[src/rtl/mac_pkg.sv]
// Shared definitions for the mac_col front-end: column instruction codes,
// issuer FSM states and default vector geometry.
package mac_pkg;

  localparam logic [1:0] INST_IDLE = 2'b00;
  localparam logic [1:0] INST_LOAD = 2'b01;
  localparam logic [1:0] INST_EXEC = 2'b10;

  localparam int DEF_BW = 8;
  localparam int DEF_PR = 8;

  typedef enum logic [2:0] {
    IDLE  = 3'd0,
    LOAD  = 3'd1,
    GAP   = 3'd2,
    EXEC  = 3'd3,
    DRAIN = 3'd4,
    DONE  = 3'd5
  } issuer_state_e;

endpackage

[src/rtl/mac_issue_cnt.sv]
// Loadable up-counter that stops at its terminal value; reports a match now
// (hit) and a match after one more increment (hit_next).
module mac_issue_cnt #(
  parameter int W = 4
) (
  input  logic         clk,
  input  logic         reset_n,
  input  logic         clr,
  input  logic         inc,
  input  logic [W-1:0] term,
  output logic [W-1:0] cnt,
  output logic         hit,
  output logic         hit_next
);

  assign hit      = (cnt == term);
  assign hit_next = ((W+1)'(cnt) + (W+1)'(1)) == (W+1)'(term);

  always_ff @(posedge clk or negedge reset_n) begin
    if (!reset_n) begin
      cnt <= '0;
    end else if (clr) begin
      cnt <= '0;
    end else if (inc && !hit) begin
      cnt <= cnt + 1'b1;
    end
  end

endmodule

[src/rtl/mac_inst_issuer.sv]
// Load/execute sequencer driving column 0 of the mac_col chain.
// Optional MAC_ISSUER_PERF_EN adds exec/stall cycle counters.
module mac_inst_issuer
  import mac_pkg::*;
#(
  parameter int bw    = DEF_BW,
  parameter int pr    = DEF_PR,
  parameter int col   = 8,
  parameter int nq_bw = 8
) (
  input  logic                clk,
  input  logic                reset_n,
  input  logic                start,
  input  logic [nq_bw-1:0]    num_query,
  input  logic [pr*bw-1:0]    in_data,
  input  logic                in_valid,
  output logic                in_ready,
  output logic [1:0]          o_inst,
  output logic [pr*bw-1:0]    q_out,
  input  logic                fifo_wr_in,
  output logic                busy,
  output logic                done,
`ifdef MAC_ISSUER_PERF_EN
  output logic [31:0]         exec_cycles,
  output logic [31:0]         stall_cycles,
`endif
  output issuer_state_e       state_dbg,
  output logic [((($clog2(col+1)) > nq_bw) ? $clog2(col+1) : nq_bw)-1:0] beat_cnt_dbg,
  output logic [nq_bw-1:0]    res_cnt_dbg
);

  // One beat counter serves both phases, so it is wide enough for col and num_query.
  localparam int CW  = (($clog2(col+1)) > nq_bw) ? $clog2(col+1) : nq_bw;
  localparam logic [CW-1:0] COL_TERM = CW'(col);

  // Handshake: a beat is in_valid & in_ready; in_data is consumed only on a beat.
  issuer_state_e    state;
  logic [nq_bw-1:0] nq_r;
  logic [pr*bw-1:0] q_stage;
  logic             beat, start_acc, res_inc;
  logic [CW-1:0]    beat_term;
  logic             beat_hit, beat_last, res_hit, res_last;

  assign start_acc = start && (state == IDLE);
  assign res_inc   = fifo_wr_in && (state != IDLE);
  assign beat_term = (state == EXEC) ? CW'(nq_r) : COL_TERM;
  assign in_ready  = ((state == LOAD) || (state == EXEC)) && !beat_hit;
  assign beat      = in_valid && in_ready;
  assign busy      = (state != IDLE);
  assign done      = (state == DONE);
  assign state_dbg = state;

  mac_issue_cnt #(.W(CW)) u_beat_cnt (
    .clk      (clk),
    .reset_n  (reset_n),
    .clr      (start_acc || (state == GAP)),
    .inc      (beat),
    .term     (beat_term),
    .cnt      (beat_cnt_dbg),
    .hit      (beat_hit),
    .hit_next (beat_last)
  );

  mac_issue_cnt #(.W(nq_bw)) u_res_cnt (
    .clk      (clk),
    .reset_n  (reset_n),
    .clr      (start_acc),
    .inc      (res_inc),
    .term     (nq_r),
    .cnt      (res_cnt_dbg),
    .hit      (res_hit),
    .hit_next (res_last)
  );

  // q_out trails o_inst by one cycle: the column registers i_inst before sampling q_in.
  always_ff @(posedge clk or negedge reset_n) begin
    if (!reset_n) begin
      state   <= IDLE;
      nq_r    <= '0;
      o_inst  <= INST_IDLE;
      q_stage <= '0;
      q_out   <= '0;
    end else begin
      o_inst  <= INST_IDLE;
      q_stage <= '0;
      q_out   <= q_stage;
      if (beat) begin
        o_inst  <= (state == LOAD) ? INST_LOAD : INST_EXEC;
        q_stage <= in_data;
      end
      case (state)
        IDLE:  if (start) begin
                 state <= LOAD;
                 nq_r  <= num_query;
               end
        LOAD:  if (beat && beat_last) state <= GAP;
        GAP:   state <= (nq_r == '0) ? DRAIN : EXEC;
        EXEC:  if (beat && beat_last) state <= DRAIN;
        DRAIN: if (res_hit || (res_inc && res_last)) state <= DONE;
        DONE:  state <= IDLE;
        default: state <= IDLE;
      endcase
    end
  end

`ifdef MAC_ISSUER_PERF_EN
  always_ff @(posedge clk or negedge reset_n) begin
    if (!reset_n) begin
      exec_cycles  <= '0;
      stall_cycles <= '0;
    end else if (start_acc) begin
      exec_cycles  <= '0;
      stall_cycles <= '0;
    end else begin
      if ((state == EXEC) && (exec_cycles != '1)) exec_cycles <= exec_cycles + 1'b1;
      if (((state == LOAD) || (state == EXEC)) && !beat && (stall_cycles != '1))
        stall_cycles <= stall_cycles + 1'b1;
    end
  end
`endif

endmodule
[config.mk]
export PLATFORM = sky130hd
export DESIGN_NAME = mac_inst_issuer
export DESIGN_NICKNAME = d
export VERILOG_FILES = /design/src/rtl/mac_pkg.sv /design/src/rtl/mac_issue_cnt.sv /design/src/rtl/mac_inst_issuer.sv
export SDC_FILE = /design/constraint.sdc
export NUM_CORES = 1
export LEC_CHECK = 0
export ABC_AREA = 1
export CAP_MARGIN = 40
export CORE_AREA = 2 2 161 163
export CTS_BUF_LIST = sky130_fd_sc_hd__clkbuf_8
export DETAILED_ROUTE_END_ITERATION = 6
export DIE_AREA = 0 0 163 165
export GPL_ROUTABILITY_DRIVEN = 1
export GPL_TIMING_DRIVEN = 0
export SLEW_MARGIN = 20
export SYNTH_ARGS = -nofsm -noshare
export SYNTH_HDL_FRONTEND = slang
export SYNTH_HIERARCHICAL = 1
export SYNTH_SLANG_ARGS = --single-unit
export TNS_END_PERCENT = 50
[constraint.sdc]
create_clock -name clk -period 6.6 [get_ports clk]
set_input_delay 1.98 -clock clk [delete_from_list [all_inputs] [get_ports clk]]
set_output_delay 1.98 -clock clk [all_outputs]
set_load 0.005 [all_outputs]
# After elaboration in Yosys (flattened, before gate mapping)
# Cells that the tools add are included.
# Widths: inputs -> output; s select.
# classes
addsub,4
n_eq_ne,13
muxes,14
reduce_logical,20
# ops
op,n
$mux 64,1
$mux 8,5
$add 8x1->9 const B,2
$eq 9x8->1,2
$add 8x1->8 const B,2
$eq 8x8->1,2
$mux 3,5
$pmux 3 s5,1
$logic_and 1x1->1,8
$logic_not 8->1,1
$eq 3x2->1 const B,2
$eq 3x3->1 const B,2
$mux 2,2
$ne 2x1->1 const B,2
$ne 2x2->1 const B,2
$reduce_and 4->1,1
$reduce_bool 2->1,2
$eq 3x1->1 const B,1
$logic_not 3->1,1
$logic_or 1x1->1,3
$reduce_bool 3->1,1
$logic_not 1->1,2
$reduce_and 2->1,1
# word_totals
regBits,157
output_inout_bits,88

# Depth between registers and ports, before layout
# depth
word_depth,9
ltp_mapped,20
ltp_nobuf,17

# Hierarchy
# Netlist, hierarchy kept.
# modules_own_cells
mod,n_inst,cells_per_inst,area_each_um2
mac_inst_issuer,1,359,4569.4
mac_issue_cnt,2,124,827.0

# Least setup slack after synthesis
# Ideal clock, no wire load.
# synth_timing
kind,flip-flop to output port
from,reg state[2] (netlist: state_dbg[2])
to,out in_ready
arrival_time_ps,1787
path_slack_ps,2833
stages_incl_launch_ff,12
path_cell_list,dfrtp_1 inv_2 nand2_1 nor2_1 inv_2 nor2_1 nor2_1 o21ai_0 nor2_4 nand2_4 inv_1 a21oi_1
# synth_via
elab_chain_cells,5
elab_cells_between_ends,7
classes_between,eq/ne (3); mux (1); reduce/logical (3)
# synth_rtl
item,line_no,source
from (decl),mac_inst_issuer.sv:37,issuer_state_e state;
from (signal assigned),mac_inst_issuer.sv:97,GAP: state <= (nq_r == '0) ? DRAIN : EXEC;
$eq 3x2->1,mac_inst_issuer.sv:46,assign beat_term = (state == EXEC) ? CW'(nq_r) : COL_TERM;
$mux 8,mac_inst_issuer.sv:46,
via beat_term[1],mac_inst_issuer.sv:41,logic [CW-1:0] beat_term;
$eq 8x8->1,mac_issue_cnt.sv:16,assign hit = (cnt == term);
via beat_hit,mac_inst_issuer.sv:42,"logic beat_hit, beat_last, res_hit, res_last;"
$logic_not 1->1,mac_inst_issuer.sv:47,assign in_ready = ((state == LOAD) || (state == EXEC)) && !beat_hit;
$logic_and 1x1->1,mac_inst_issuer.sv:47,
to (decl),mac_inst_issuer.sv:17,"output logic in_ready,"
# The timed path passes the listed nets, and every way through them passes these cells.

# Worst setup path in the final report
# Ends and elaborated chain as after synthesis.

==> impl_results.md <==
* Die Span X at 163 um
* CP Max Fanout at 10
* Outcome: finished clean
* Final #Nets at 870
* First-pass GRT wire length at 23200 um
* Syn-to-layout area delta at 40.9%
* Syn Nets at 686
* CTS tree: done
* Core ar. at 0.0250 sq mm
* Vias in the first global route at 4487
* CP peak stage delay at 0.55 ns
* Vias/cell at 3.89
* Initial Util at 24.9%
* R2R Setup Slk at 3.56 ns
* Ys Warns at 6
* Port Buffers at 164
* Max Freq at 195 MHz
* Synth Register Bits at 157
* Worst EP required at 4.62 ns
* Rows at 58
* Fin. Hold Viols at 0
* CTS buffer count at 17
* CP Cell Sequence: inv_2, nand2_1, nor2_1, inv_2, nor2_1, nor2_1, o21ai_0, nor2_4, nand2_4, inv_1, a21oi_1, clkdlybuf4s50_1
* IO Pins at 165
* Hold Slack at 0.346 ns
* Crit end category: output pin
* Resized Gates After CTS at 0
* Post-Route Skew at 0.0196 ns
* Pwr/cell area at 353 mW/mm^2
* Die ar. at 0.0269 sq mm
* Register area share after synthesis at 63.1%
* GRT Util Overall at 11.2%
* Layout cells sized above 1 at 11.8%
* Max_slew headroom at 64.5%
* Reg clk slew, reported paths at 0.09 ns
* DP Wirelength at 10500 um
* CP Buf/Inv Count at 4
* Worst VDD drop at 0.136 mV
* Max Cap Violations at 0
* Most frequent CP cell: nor2_1
* Post-synthesis instance area at 0.00622 sq mm
* Largest net degree at the start of global routing at 94
* Remaining DRCs at 0
* Worst path arrival time at 3.14 ns
* Final Critical Period at 5.12 ns
* Setup TNS at 0 ns
* GR Overflow Total at 0
* Maximum clock path buffer count at 2
* H-tree levels at 4
* P_leak at 4.36 nW
* Number of antenna violations at the first check in global routing at 0
* WS Path Type: reg2out
* Die Height at 165 um
* Iter 0 DRT Violations at 298
* Cells after synthesis at 607
* Routed wire length at 14400 um
* Class of the tightest hold or removal check: reg2reg
* Cell at the root of the clock tree: clkbuf_8
* Placer Congestion at 0.755
* Fillers at 2553
* Top delay family on crit path: buffers and inverters
* CTS Hold Bufs at 0
* RSZ-0062 raised after global routing: false
* Final setup fails at 0
* Count of cell types in the netlist at 33
* Total setup buffers inserted after CTS at 0
* Slowest cell on crit path: clkdlybuf4s50_1
* Final Cycle Share at 77.6%
* Avg Cell Area, Syn at 10.3 sq um
* Placed cell area at 0.00831 sq mm
* Slew Limit Fails at 0
* Startpoint Class: flop
* DR pass1 iterations at 4
* Worst slew pin tran at 0.533 ns
* Routed WL per cell at 12.7 um
* Antenna cells at 0
* Via count at 4416
* Clk Latency, worst-skew pair at 0.44 ns
* Post-DRT Antenna Nets at 0
* Layout Cell Area excl Fill at 0.00877 sq mm
* Total power at 3.09 mW
* Clk sinks at 157
==> routing by layer <==
| layer | vias up | track usage (%) | wire [um] |
|---|---|---|---|
| met5 | - | 0 | 0 |
| met4 | 0 | 3.74 | 180 |
| met3 | 13 | 3.31 | 808 |
| met2 | 107 | 18.8 | 6950 |
| met1 | 2104 | 13.7 | 6430 |
| li1 | 2192 | - | - |
==> cells in the mapped netlist <==
cell	count	area share, %
xnor2_1	8	1.1
nand2_8	2	0.64
o21ai_0	11	0.88
nand3_1	24	1.9
clkbuf_1	4	0.24
nand3b_1	4	0.48
inv_1	113	6.8
o21bai_1	2	0.24
or2_2	1	0.10
mux2_2	1	0.18
nand2_4	3	0.54
nand2b_1	2	0.20
dfrtp_1	157	63
nand2_2	4	0.40
nand2_1	99	6.0
inv_2	3	0.18
nand4_1	20	2.0
a21boi_0	1	0.12
nor2_2	12	1.2
xor2_1	8	1.1
buf_8	1	0.24
a31oi_1	1	0.10
nand3_2	8	1.3
buf_6	7	1.3
clkbuf_4	2	0.24
nor2_1	83	5.0
a21oi_1	4	0.32
o21ai_1	2	0.16
ha_1	2	0.40
nor2_4	15	2.7
nor3_1	1	0.080
nand3b_4	1	0.32
nor2_8	1	0.32
==> registers in the layout, indices dropped and copies added, names as in the netlist <==
name,cells
nq_r,8
o_inst,2
q_out,64
q_stage,64
state_dbg,3
u_beat_cnt/cnt,8
u_res_cnt/cnt,8
==> through the flow <==
stage | std cells | util (%) | setup slack [ns]
after floorplan | 607 | - | 2.83
after global placement | 1101 | 33.1 | -2.93
after detailed placement | 1102 | 33.2 | 1.89
after CTS | 1134 | 35.0 | 1.37
after global routing | 1134 | 35.0 | 1.23
final | 1134 | 35.0 | 1.48
==> cells in the final DEF, fill, tap and decap left out, drive strengths merged <==
cell type and count:
clkdlybuf4s50 163, dfrtp 157, inv 124, nor2 111, nand2 108, nand3 32, clkbuf 23, nand4 20
o21ai 13, buf 10, xor2 8, xnor2 8, nand3b 5, a21oi 4, bufinv 4, nand2b 2
o21bai 2, ha 2, clkinv 2, or2 1, nor3 1, a21boi 1, a31oi 1, mux2 1
clkinvlp 1
==> layout make-up <==
| cell class | count | area (sq um) | area share, % |
|---|---|---|---|
| timing repair buffer | 165 | 1670 | 19.1 |
| buffer | 14 | 124 | 1.41 |
| inverter | 116 | 435 | 4.97 |
| tap | 330 | 413 | 4.71 |
| sequential | 157 | 3930 | 44.8 |
| clock buffer | 17 | 234 | 2.67 |
| clock inverter | 15 | 224 | 2.55 |
| multi-input combinational | 320 | 1740 | 19.8 |
==> worst paths after layout <==
kind                         startpoint                end  cells past startpoint
max in group asynchronous       reset_n         q_stage[3]                      2
min in group asynchronous       reset_n          q_out[22]                      1
max reg2reg                state_dbg[2]  u_beat_cnt/cnt[6]                     18
max                        state_dbg[2]           in_ready                     12
min                         q_stage[29]          q_out[29]                      0
min reg2reg                 q_stage[29]          q_out[29]                      0
==> report_power, final <==
group	switching (mW)	internal [mW]	total, mW
logic	0.509	0.457	0.966
clock network	0.404	0.428	0.832
registers	0.117	1.18	1.29
==> cell families after synthesis <==
group / count (synthesis) / synth area share (%)
AO/OA/AOI/OAI: 21 / 1.83
XOR/XNOR: 16 / 2.25
adder cells (fa/ha/maj): 2 / 0.402
buffers and inverters: 130 / 8.99
flip-flops: 157 / 63.1
multiplexers: 1 / 0.181
AND/OR/NAND/NOR: 280 / 23.2
Power figures use the tool's default switching activity.
